File: src/rtl/prog_loader.sv
// ----------------------------------------------------------------------------
// prog_loader
//
// Streams a program into instruction memory over a valid/ready word
// interface, then hands control to the core through a level run-enable.
//
//   IDLE  --load_req-->  LOAD  --last word-->  FLUSH  --> RUN  --stop--> IDLE
//                          |                     |
//                          +--addr overflow--> ERR <--checksum mismatch
//
// Each accepted word is written to memory one cycle after the handshake.
// FLUSH is the single cycle in which the final write lands, before o_start
// goes high.
//
// Optional feature: define PROG_LOADER_CHECKSUM_EN to XOR every accepted
// word into an accumulator and compare it against i_checksum in FLUSH.
// Without the macro, i_checksum is ignored and FLUSH always enters RUN.
// ----------------------------------------------------------------------------
module prog_loader #(
  parameter int ADDR_W = 19,
  parameter int DATA_W = 32
) (
  input  logic              clk,
  input  logic              rst_n,

  // control
  input  logic              load_req,
  input  logic              stop,

  // program word stream
  input  logic              s_valid,
  output logic              s_ready,
  input  logic [DATA_W-1:0] s_data,
  input  logic              s_last,
  input  logic [DATA_W-1:0] i_checksum,

  // instruction-memory write port
  output logic [DATA_W-1:0] o_instruction,
  output logic [ADDR_W-1:0] o_addr,
  output logic              o_wea,

  // core control and status
  output logic              o_start,
  output logic [ADDR_W:0]   o_words,
  output logic [31:0]       run_cnt,
  output logic              busy,
  output logic              err
);

  typedef enum logic [2:0] {
    ST_IDLE  = 3'd0,
    ST_LOAD  = 3'd1,
    ST_FLUSH = 3'd2,
    ST_RUN   = 3'd3,
    ST_ERR   = 3'd4
  } state_t;

  localparam logic [ADDR_W-1:0] ADDR_MAX = '1;
  localparam logic [31:0]       RUN_MAX  = '1;

  state_t            state;
  state_t            state_nxt;
  logic [ADDR_W-1:0] addr_cnt;     // index the next accepted word will use
  logic              accept;       // word handshake completes this cycle
  logic              start_load;   // a new load begins this cycle
  logic              checksum_ok;  // FLUSH may proceed to RUN

  // A load starts only from a resting state; stop wins over load_req.
  assign start_load = load_req && !stop && (state == ST_IDLE || state == ST_ERR);

  // s_ready already folds in LOAD and the stop abort.
  assign accept = s_valid && s_ready;

`ifdef PROG_LOADER_CHECKSUM_EN
  logic [DATA_W-1:0] checksum_acc;

  // Running XOR of every accepted word, cleared at the start of each load.
  always_ff @(posedge clk or negedge rst_n) begin
    if (!rst_n) begin
      checksum_acc <= '0;
    end else if (start_load) begin
      checksum_acc <= '0;
    end else if (accept) begin
      checksum_acc <= checksum_acc ^ s_data;
    end
  end

  // The final word is already folded in by the time the FSM is in FLUSH.
  assign checksum_ok = (checksum_acc == i_checksum);
`else
  logic unused_checksum;

  // i_checksum has no function in this build; reduce it to a named sink.
  assign unused_checksum = ^i_checksum;
  assign checksum_ok     = 1'b1;
`endif

  // State register.
  always_ff @(posedge clk or negedge rst_n) begin
    // NOTE: sequential state uses non-blocking (<=) so every register samples
    // the pre-edge values, independent of block ordering.
    if (!rst_n) begin
      state <= ST_IDLE;
    end else begin
      state <= state_nxt;
    end
  end

  // Next-state logic.
  always_comb begin
    // NOTE: default assignment first so no path leaves state_nxt unassigned,
    // which would otherwise infer a latch.
    state_nxt = state;
    unique case (state)
      ST_IDLE: begin
        if (start_load) state_nxt = ST_LOAD;
      end
      ST_LOAD: begin
        if (stop) begin
          state_nxt = ST_IDLE;
        end else if (accept) begin
          if (s_last)                    state_nxt = ST_FLUSH;
          else if (addr_cnt == ADDR_MAX) state_nxt = ST_ERR;
        end
      end
      ST_FLUSH: begin
        // stop is deliberately ignored here: the final write is in flight.
        state_nxt = checksum_ok ? ST_RUN : ST_ERR;
      end
      ST_RUN: begin
        if (stop) state_nxt = ST_IDLE;
      end
      ST_ERR: begin
        if (start_load) state_nxt = ST_LOAD;
      end
      default: state_nxt = ST_IDLE;
    endcase
  end

  // State-decoded outputs.
  always_comb begin
    s_ready = 1'b0;
    o_start = 1'b0;
    busy    = 1'b0;
    err     = 1'b0;
    unique case (state)
      ST_IDLE:  ;
      ST_LOAD:  begin
        // A stop pulse aborts the load, so the word offered with it is
        // refused rather than accepted and then dropped.
        s_ready = !stop;
        busy    = 1'b1;
      end
      ST_FLUSH: busy    = 1'b1;
      ST_RUN:   o_start = 1'b1;
      ST_ERR:   err     = 1'b1;
      default:  ;
    endcase
  end

  // Memory write port: one-cycle registered copy of each accepted word.
  always_ff @(posedge clk or negedge rst_n) begin
    if (!rst_n) begin
      o_wea         <= 1'b0;
      o_instruction <= '0;
      o_addr        <= '0;
    end else begin
      o_wea <= accept;
      if (accept) begin
        o_instruction <= s_data;
        o_addr        <= addr_cnt;
      end
    end
  end

  // Address counter: saturates at the top so an overflowing load never wraps.
  always_ff @(posedge clk or negedge rst_n) begin
    if (!rst_n) begin
      addr_cnt <= '0;
    end else if (start_load) begin
      addr_cnt <= '0;
    end else if (accept && addr_cnt != ADDR_MAX) begin
      addr_cnt <= addr_cnt + ADDR_W'(1);
    end
  end

  // Written-word count: steps on the same edge that raises o_wea.
  always_ff @(posedge clk or negedge rst_n) begin
    if (!rst_n) begin
      o_words <= '0;
    end else if (start_load) begin
      o_words <= '0;
    end else if (accept) begin
      o_words <= o_words + (ADDR_W+1)'(1);
    end
  end

  // RUN cycle counter: saturating, held outside RUN, cleared by a new load.
  always_ff @(posedge clk or negedge rst_n) begin
    if (!rst_n) begin
      run_cnt <= '0;
    end else if (start_load) begin
      run_cnt <= '0;
    end else if (state == ST_RUN && run_cnt != RUN_MAX) begin
      run_cnt <= run_cnt + 32'd1;
    end
  end

endmodule
File: config.mk
export PLATFORM = sky130hd
export DESIGN_NAME = prog_loader
export DESIGN_NICKNAME = d
export VERILOG_FILES = /design/src/rtl/prog_loader.sv
export SDC_FILE = /design/constraint.sdc
export NUM_CORES = 1
export LEC_CHECK = 0
export BUFFER_PORTS_ARGS = -buffer_cell sky130_fd_sc_hd__buf_2
export CORE_MARGIN = 1.5
export CORE_UTILIZATION = 40
export CTS_BUF_LIST = sky130_fd_sc_hd__clkbuf_8
export CTS_CLUSTER_SIZE = 12
export DETAILED_ROUTE_END_ITERATION = 6
export SYNTH_ARGS = -nofsm -noshare
export SYNTH_HDL_FRONTEND = slang
export SYNTH_SLANG_ARGS = --single-unit
File: constraint.sdc
create_clock -name clk -period 5 [get_ports clk]
set_input_delay 0.5 -clock clk [delete_from_list [all_inputs] [get_ports clk]]
set_output_delay 0.5 -clock clk [all_outputs]
set_load 0.01 [all_outputs]
==> results.tsv, run 1 <==
stage	metric	value	unit
layout	Area Growth Syn to Fin	20.9	%
logic_synthesis	ys async rst share	100	%
drt	WL/cell	14.9	um
global_route	antenna violations before repair	1	
clocking	CTS H-Tree Depth	4	
critical_path	startpoint types	flop	
sta	smallest hold slack	0.195	ns
logic_synthesis	distinct cell type count of the synthesized netlist	57	
placement	Inst Count DP	921	
logic_synthesis	synthesized net count	688	
layout	final cell count without fillers	953	
logic_synthesis	area share of the largest cell type after synthesis	52.9	%
clocking	clock transition at the registers of the reported paths	0.08	ns
clocking	CTS tree	built	
flow_run	max cap viols	0	
clocking	CTS buffer count	17	
pwr	pwr dens	401	mW/mm^2
drt	DR pass1 iterations	4	
layout	# diodes	0	
logic_synthesis	main flop type after synthesis	dfrtp_1	
drt	via count	5037	
outcome	status	finished clean	
clocking	Max Root-Sink Buffers	2	
die	# IOs	178	
critical_path	R2R cell count	5	
clocking	Post-CTS Setup Inserts	0	
sta	Slew headroom	19.7	%
sta	fmax	325	MHz
logic_synthesis	Post-Synthesis Cells	615	
logic_synthesis	Mapped Area	0.00596	sq mm
layout	Post-Route Utilization	49.5	%
logic_synthesis	syn_area_per_cell	9.69	sq um
logic_synthesis	largest cells by area after synthesis	dfrtp_1 (53%), nand2_1 (8.8%), mux2_2 (3.0%)	
placement	Final Wtd Congestion	0.791	
die	die area	0.0156	sq mm
pwr	P_leak	3.63	nW
global_route	total gr overflow	0	
global_route	met2 Usage GRT	29.3	%
clocking	root buffer cell	clkbuf_8	
clocking	clk sink count	126	
critical_path	r2r startpoint	state[1]	
pwr	Max IR drop VDD	0.224	mV
clocking	CTS Hold Bufs	0	
sta	RSZ-0062 raised after global routing	false	
layout	nets@finish	829	
drt	post-route antenna net violation count	0	
layout	commonest non-fill, non-tap cell in the layout	buf_2	
sta	worst slew pin tran	1.20	ns
sta	Fin Setup TNS	0	ns
sta	Hold Vio Cnt, Final	0	
sta	Final Critical Period	3.07	ns
sta	count of endpoints failing setup in the final report	0	
global_route	met1 Use GR	24.8	%
critical_path	Reg2Reg Setup Slack	1.93	ns
placement	Post-DP HPWL	9620	um
min_path	hold crit path type	input port to async pin	
global_route	first-pass GRT wire length	23900	um
die	Initial Utilization	41.0	%
layout	share of layout cells above drive strength 1	27.7	%
sta	post-route clock skew	0.0108	ns
critical_path	maximum fanout along the worst path	59	
global_route	Total GRT Usage	18.8	%
layout	commonest cells after routing, fill and taps aside	buf_2 (144), nand2_1 (140), dfrtp_1 (126), nor2_1 (42), a21oi_1 (31)	
global_route	met3 usage	5.52	%
global_route	vias in the first global route	4907	
die	Core Box Area	0.0145	sq mm
logic_synthesis	register area share after synthesis	52.9	%
logic_synthesis	Ys Warns	0	
critical_path	crit path DAT	3.40	ns
drt	DRT iter0 DRCs	198	
logic_synthesis	number of synthesized flops with an enable pin	0	
die	Die Y	125	um
logic_synthesis	Yosys top cell by area	dfrtp_1	
critical_path	Worst Setup SP	state[1]	
drt	Routed WL	14200	um
sta	pins over their slew limit	0	
critical_path	CP endpoint kind	flop	
global_route	largest net degree at the start of global routing	72	
critical_path	critical path class	flop to flop	
critical_path	Required @ worst endpoint	5.33	ns
sta	Final Cycle Share	61.5	%
placement	PortBufs	145	
logic_synthesis	count of state elements after synthesis	126	
die	row cnt	44	
drt	drc violations	0	
global_route	GRT Max-Usage Layer	met2	
die	die width	125	um
drt	vias per inst	5.29	
clocking	Clock Latency Late Sink	0.44	ns
clocking	post_cts resized	0	
-- final timing paths --
kind                                           to
worst min-delay path                  run_cnt[26]
max in group asynchronous       o_instruction[11]
min in group clk                o_instruction[26]
worst max-delay path                  addr_cnt[6]
worst min register to register  o_instruction[21]
worst max register to register        addr_cnt[6]
-- worst max-delay path, cell delays in order, from the launching register on --
cell,delay [ns]
dfrtp_1,0.51
nor4b_4,0.53
nand2_2,0.79
a311oi_1,0.76
a21oi_1,0.14
a31o_2,0.23
-- kinds of logic (layout without fill, tap and decap cells) --
family | count (synthesis) | count (layout) | synth area share [%]
compound gates | 90 | 90 | 9.75
xor+xnor | 28 | 28 | 4.12
fa+ha+maj | 3 | 3 | 0.630
buf+inv | 41 | 195 | 3.21
flops | 126 | 126 | 52.9
mux | 23 | 23 | 4.20
simple gates | 304 | 304 | 25.2
-- area by class of cell --
class	count	area (sq um)
clock inverter	15	148
sequential	126	3150
tap	184	230
multi-input combinational	448	2620
clock buffer	17	234
timing repair buffer	151	773
fill	1390	7330
inverter	12	45.0
-- registers in the layout (all words and copies together), names as in the netlist --
signal / flops
addr_cnt: 19
o_addr: 19
o_words: 20
o_wea: 1
o_instruction: 32
state: 3
run_cnt: 32
-- synth_stat cells (5+ instances only) --
cell,number
or4_1,10
mux2_2,16
nor2_1,42
nand2_1,140
nand3_1,23
and3_1,7
nor3_1,12
inv_1,12
nor4_1,7
clkbuf_1,12
and4_1,12
nand2b_1,5
a21oi_1,31
buf_2,8
xor2_1,8
o21ai_0,19
a31oi_1,5
nand4_1,15
or3_1,13
mux2i_1,7
dfrtp_1,126
xnor2_1,20
o31ai_1,11
-- per-layer routing --
metal	vias up	routed length, um
li1	2449	-
met1	2429	6570
met2	131	6480
met3	26	844
met4	2	267
met5	-	13
-- per-stage QoR --
stage	setup slack [ns]	instance area, sq um	total power, W
3_3_place_gp	1.78	6820	0.00203
6_report	1.93	7200	0.00289
3_5_place_dp	1.72	6820	0.00205
2_1_floorplan	3.01	5960	0.00176
5_1_grt	1.60	7200	0.00308
4_1_cts	1.85	7200	0.00293
-- report_power, final --
group | internal, W | total, W | leakage [nW] | switching, W
Clock | 0.000440 | 0.000865 | 0.197 | 0.000424
Sequential | 0.00120 | 0.00134 | 1.70 | 0.000146
Combinational | 0.000272 | 0.000676 | 1.73 | 0.000404
Total | 0.00191 | 0.00289 | 3.63 | 0.000974
Power figures use the tool's default switching activity.
==> inputs of run 2 (changes only) <==
--- a/config.mk
+++ b/config.mk
@@ -5,6 +5,7 @@
 export SDC_FILE = /design/constraint.sdc
 export NUM_CORES = 1
 export LEC_CHECK = 0
+export ABC_AREA = 1
 export BUFFER_PORTS_ARGS = -buffer_cell sky130_fd_sc_hd__buf_2
 export CORE_MARGIN = 1.5
 export CORE_UTILIZATION = 40
==> constraint.sdc (replaced) <==
create_clock -name clk -period 2.9 [get_ports clk]
set_input_delay 0.29 -clock clk [delete_from_list [all_inputs] [get_ports clk]]
set_output_delay 0.29 -clock clk [all_outputs]
set_load 0.01 [all_outputs]
==> results.tsv, run 2 <==
stage	metric	value	unit	change
flow_run	max cap viols	0		unchanged
die	row cnt	46		+4.5%
clocking	Clock Latency Late Sink	0.45	ns	about the same
logic_synthesis	Ys Warns	0		unchanged
critical_path	CP cell instances	ha_1 > inv_2 > nor2_4 > nand2_4 > nor2_8 > a21oi_2 > nand4_1 > nand2_1		
clocking	clock transition at the registers of the reported paths	0.07	ns	about the same
sta	post-route clock skew	0.00908	ns	-0.00175 ns
logic_synthesis	mux cell area share after synthesis	0	%	-4.2 points
global_route	Total GRT Usage	21.0	%	+2.1 points
drt	vias per inst	4.85		-8.2%
pwr	Int Pwr	0.00339	W	+77%
die	die area	0.0174	sq mm	+11%
critical_path	Crit path largest cell delay	0.81	ns	+0.02 ns
pwr	clock power share	26.4	%	-3.6 points
layout	top flop regs	o_instruction: 32 flops, run_cnt: 32 flops, o_words: 20 flops		
critical_path	r2r endpoint	run_cnt[21]		
sta	Final Cycle Share	77.2	%	+16 points
min_path	hold crit path type	input port to flop		
logic_synthesis	main flop type after synthesis	dfrtp_1		
clocking	Max Root-Sink Buffers	2		unchanged
critical_path	Required @ worst endpoint	3.28	ns	-2.05 ns
clocking	post_cts resized	0		unchanged
logic_synthesis	syn_area_per_cell	7.17	sq um	-26%
placement	Post-DP HPWL	12600	um	+31%
critical_path	critical path class	flop to flop		
sta	count of endpoints failing setup in the final report	0		unchanged
critical_path	r2r startpoint	run_cnt[0]		
placement	PortBufs	145		unchanged
drt	met3 wire length	1020	um	+20%
clocking	CTS buffer count	17		unchanged
outcome	status	finished clean		
clocking	CTS tree	built		
drt	DRT met1 WL	8090	um	+23%
logic_synthesis	Synth Area in Adders	0.565	%	-0.065 points
logic_synthesis	synth cell count leaders	nand2_1 (400), dfrtp_1 (126), nor2_1 (116)		
layout	share of layout cells above drive strength 1	18.6	%	-9.1 points
min_path	Worst Min Path Start	s_data[7]		
logic_synthesis	register area share after synthesis	47.5	%	-5.5 points
logic_synthesis	largest cells by area after synthesis	dfrtp_1 (47%), nand2_1 (23%), nor2_1 (6.6%)		
sta	Slew headroom	27.3	%	+7.7 points
layout	commonest non-fill, non-tap cell in the layout	nand2_1		
critical_path	Reg2Reg Setup Slack	0.66	ns	-1.26 ns
layout	Area Growth Syn to Fin	20.2	%	
logic_synthesis	count of state elements after synthesis	126		unchanged
sta	worst slew pin tran	1.09	ns	-0.111 ns
logic_synthesis	area share of the largest cell type after synthesis	47.5	%	-5.5 points
drt	top routing layer used	met4		
layout	nets@finish	1146		+38%
drt	DR pass1 iterations	5		+1
logic_synthesis	Simple-Gate Fraction of Synth Area	39.5	%	+14 points
critical_path	maximum fanout along the worst path	26		-56%
layout	# fillers	1634		+18%
die	Die Y	132	um	+5.5%
drt	via count	6318		+25%
drt	post-route antenna net violation count	0		unchanged
drt	drc violations	0		unchanged
drt	DRT iter0 DRCs	365		+84%
die	Initial Utilization	41.4	%	+0.39 points
min_path	hold path cells	3		
drt	routed length on met2	8120	um	+25%
logic_synthesis	Mapped Area	0.00664	sq mm	+12%
pwr	Sw Share	37.8	%	+4.1 points
pwr	Power, Total	0.00545	W	+89%
drt	WL/cell	13.5	um	-9.5%
critical_path	crit path DAT	2.62	ns	-0.78 ns
critical_path	crit-path leading delay family	compound AO/OA/AOI/OAI gates		
min_path	Hold EP	o_instruction[7]		
critical_path	CP endpoint kind	flop		
logic_synthesis	distinct cell type count of the synthesized netlist	30		-47%
logic_synthesis	Yosys top cell by area	dfrtp_1		
clocking	Post-CTS Setup Inserts	0		unchanged
global_route	total gr overflow	0		unchanged
pwr	Max IR drop VDD	0.404	mV	+80%
critical_path	Buf/Inv on CP	1		+1
sta	fmax	447	MHz	+37%
critical_path	startpoint types	flop		
placement	Final Wtd Congestion	0.852		+7.7%
logic_synthesis	count leader, synth	nand2_1		
pwr	Psw	0.00206	W	+110%
sta	Fin Setup TNS	0	ns	unchanged
clocking	CTS Hold Bufs	1		+1
pwr	P_leak	4.24	nW	+17%
logic_synthesis	ys async rst share	100	%	unchanged
sta	RSZ-0062 raised after global routing	false		
sta	Final Critical Period	2.24	ns	-0.835 ns
pwr	pwr dens	682	mW/mm^2	+70%
layout	# diodes	0		unchanged
logic_synthesis	synthesized net count	999		+45%
critical_path	Slowest-stage cell, CP	a21oi_2		
global_route	first-pass GRT wire length	29600	um	+24%
logic_synthesis	Synth Area in Compound Gates	4.29	%	-5.5 points
clocking	CTS H-Tree Depth	4		unchanged
die	Core Box Area	0.0161	sq mm	+10%
sta	pins over their slew limit	0		unchanged
sta	smallest hold slack	0.0318	ns	-0.163 ns
logic_synthesis	number of synthesized flops with an enable pin	0		unchanged
sta	Hold Vio Cnt, Final	0		unchanged
logic_synthesis	Post-Synthesis Cells	926		+51%
logic_synthesis	largest family of logic cells by synthesized area	simple AND/OR/NAND/NOR gates		
global_route	antenna violations before repair	1		unchanged
drt	Routed WL	17500	um	+24%
pwr	Comb pwr share	29.7	%	+6.3 points
die	die width	132	um	+5.5%
pwr	sequential fraction of design power	44.0	%	-2.6 points
die	# IOs	178		unchanged
logic_synthesis	area share of xor/xnor cells in the synthesized design	2.77	%	-1.3 points
global_route	vias in the first global route	6014		+23%
critical_path	R2R cell count	8		+3
layout	commonest cells after routing, fill and taps aside	nand2_1 (399), buf_2 (144), dfrtp_1 (126), nor2_1 (115), nand3_1 (63)		
clocking	root buffer cell	clkbuf_8		
global_route	largest net degree at the start of global routing	59		-18%
clocking	clk sink count	126		unchanged
[run 2: changes by cell type in the layout (fill, tap and decap cells not counted), sizes merged, moves of 13 or more]
cell and delta:
nand3 +40, nand2 +263, inv +50, mux2 -16, nand4 +17, a21oi -18
o21ai +18, xnor2 -16, nor2 +77, or3 -13, and4 -13
[run 2: cell families after synthesis]
kind of cell / count (synthesis)
buf+inv: 89
flops: 126
compound gates: 54
xor+xnor: 21
fa+ha+maj: 3
simple gates: 633
[run 2: worst max-delay path by stage]
| stage | from | to | cells past startpoint |
|---|---|---|---|
| floorplan | run_cnt[1] | run_cnt[30] | 13 |
| global placement | run_cnt[0] | run_cnt[21] | 8 |
| detailed placement | run_cnt[0] | run_cnt[13] | 8 |
| CTS | run_cnt[0] | run_cnt[13] | 8 |
| global route | run_cnt[0] | run_cnt[10] | 8 |
| finish | run_cnt[0] | run_cnt[21] | 8 |
[run 2: power by group through the flow]
stage          Sequential, W  Clock (W)  Combinational (W)
6_report             0.00239    0.00144            0.00162
5_1_grt              0.00245    0.00157            0.00184
4_1_cts              0.00240    0.00148            0.00165
3_5_place_dp         0.00241          0            0.00165
3_3_place_gp         0.00242          0            0.00163
2_1_floorplan        0.00254          0           0.000840
[run 2: metrics by stage]
stage | utilization (%) | worst slack, ns | cells | area [sq um]
3_5_place_dp | 47.4 | 0.626 | 1269 | 7610
4_1_cts | 49.7 | 0.616 | 1302 | 7980
5_1_grt | 49.7 | 0.344 | 1302 | 7980
6_report | 49.7 | 0.662 | 1302 | 7980
3_3_place_gp | 47.4 | 0.639 | 1269 | 7610
2_1_floorplan | - | 1.11 | 926 | 6640
[run 2: layout make-up]
class                           instances  area [sq um]  share of cell area (%)
Sequential cell                       126          3150                    39.5
Inverter                               63           236                    2.96
Multi-Input combinational cell        711          3140                    39.3
Clock inverter                         13           100                    1.25
Tap cell                              216           270                    3.39
Timing Repair Buffer                  154           823                    10.3
Clock buffer                           19           262                    3.28
[run 2: worst min-delay path: cells and delay by family]
| family | cells | cell delay (ns) |
|---|---|---|
| buffers and inverters | 1 | 0.07 |
| and+or+nand+nor | 2 | 0.08 |
[run 2: routing by layer]
layer  up-vias  GRT usage (%)
li1       3229              -
met4         0           6.54
met1      2911           27.4
met2       154           33.6
met5         -              0
met3        24           6.04
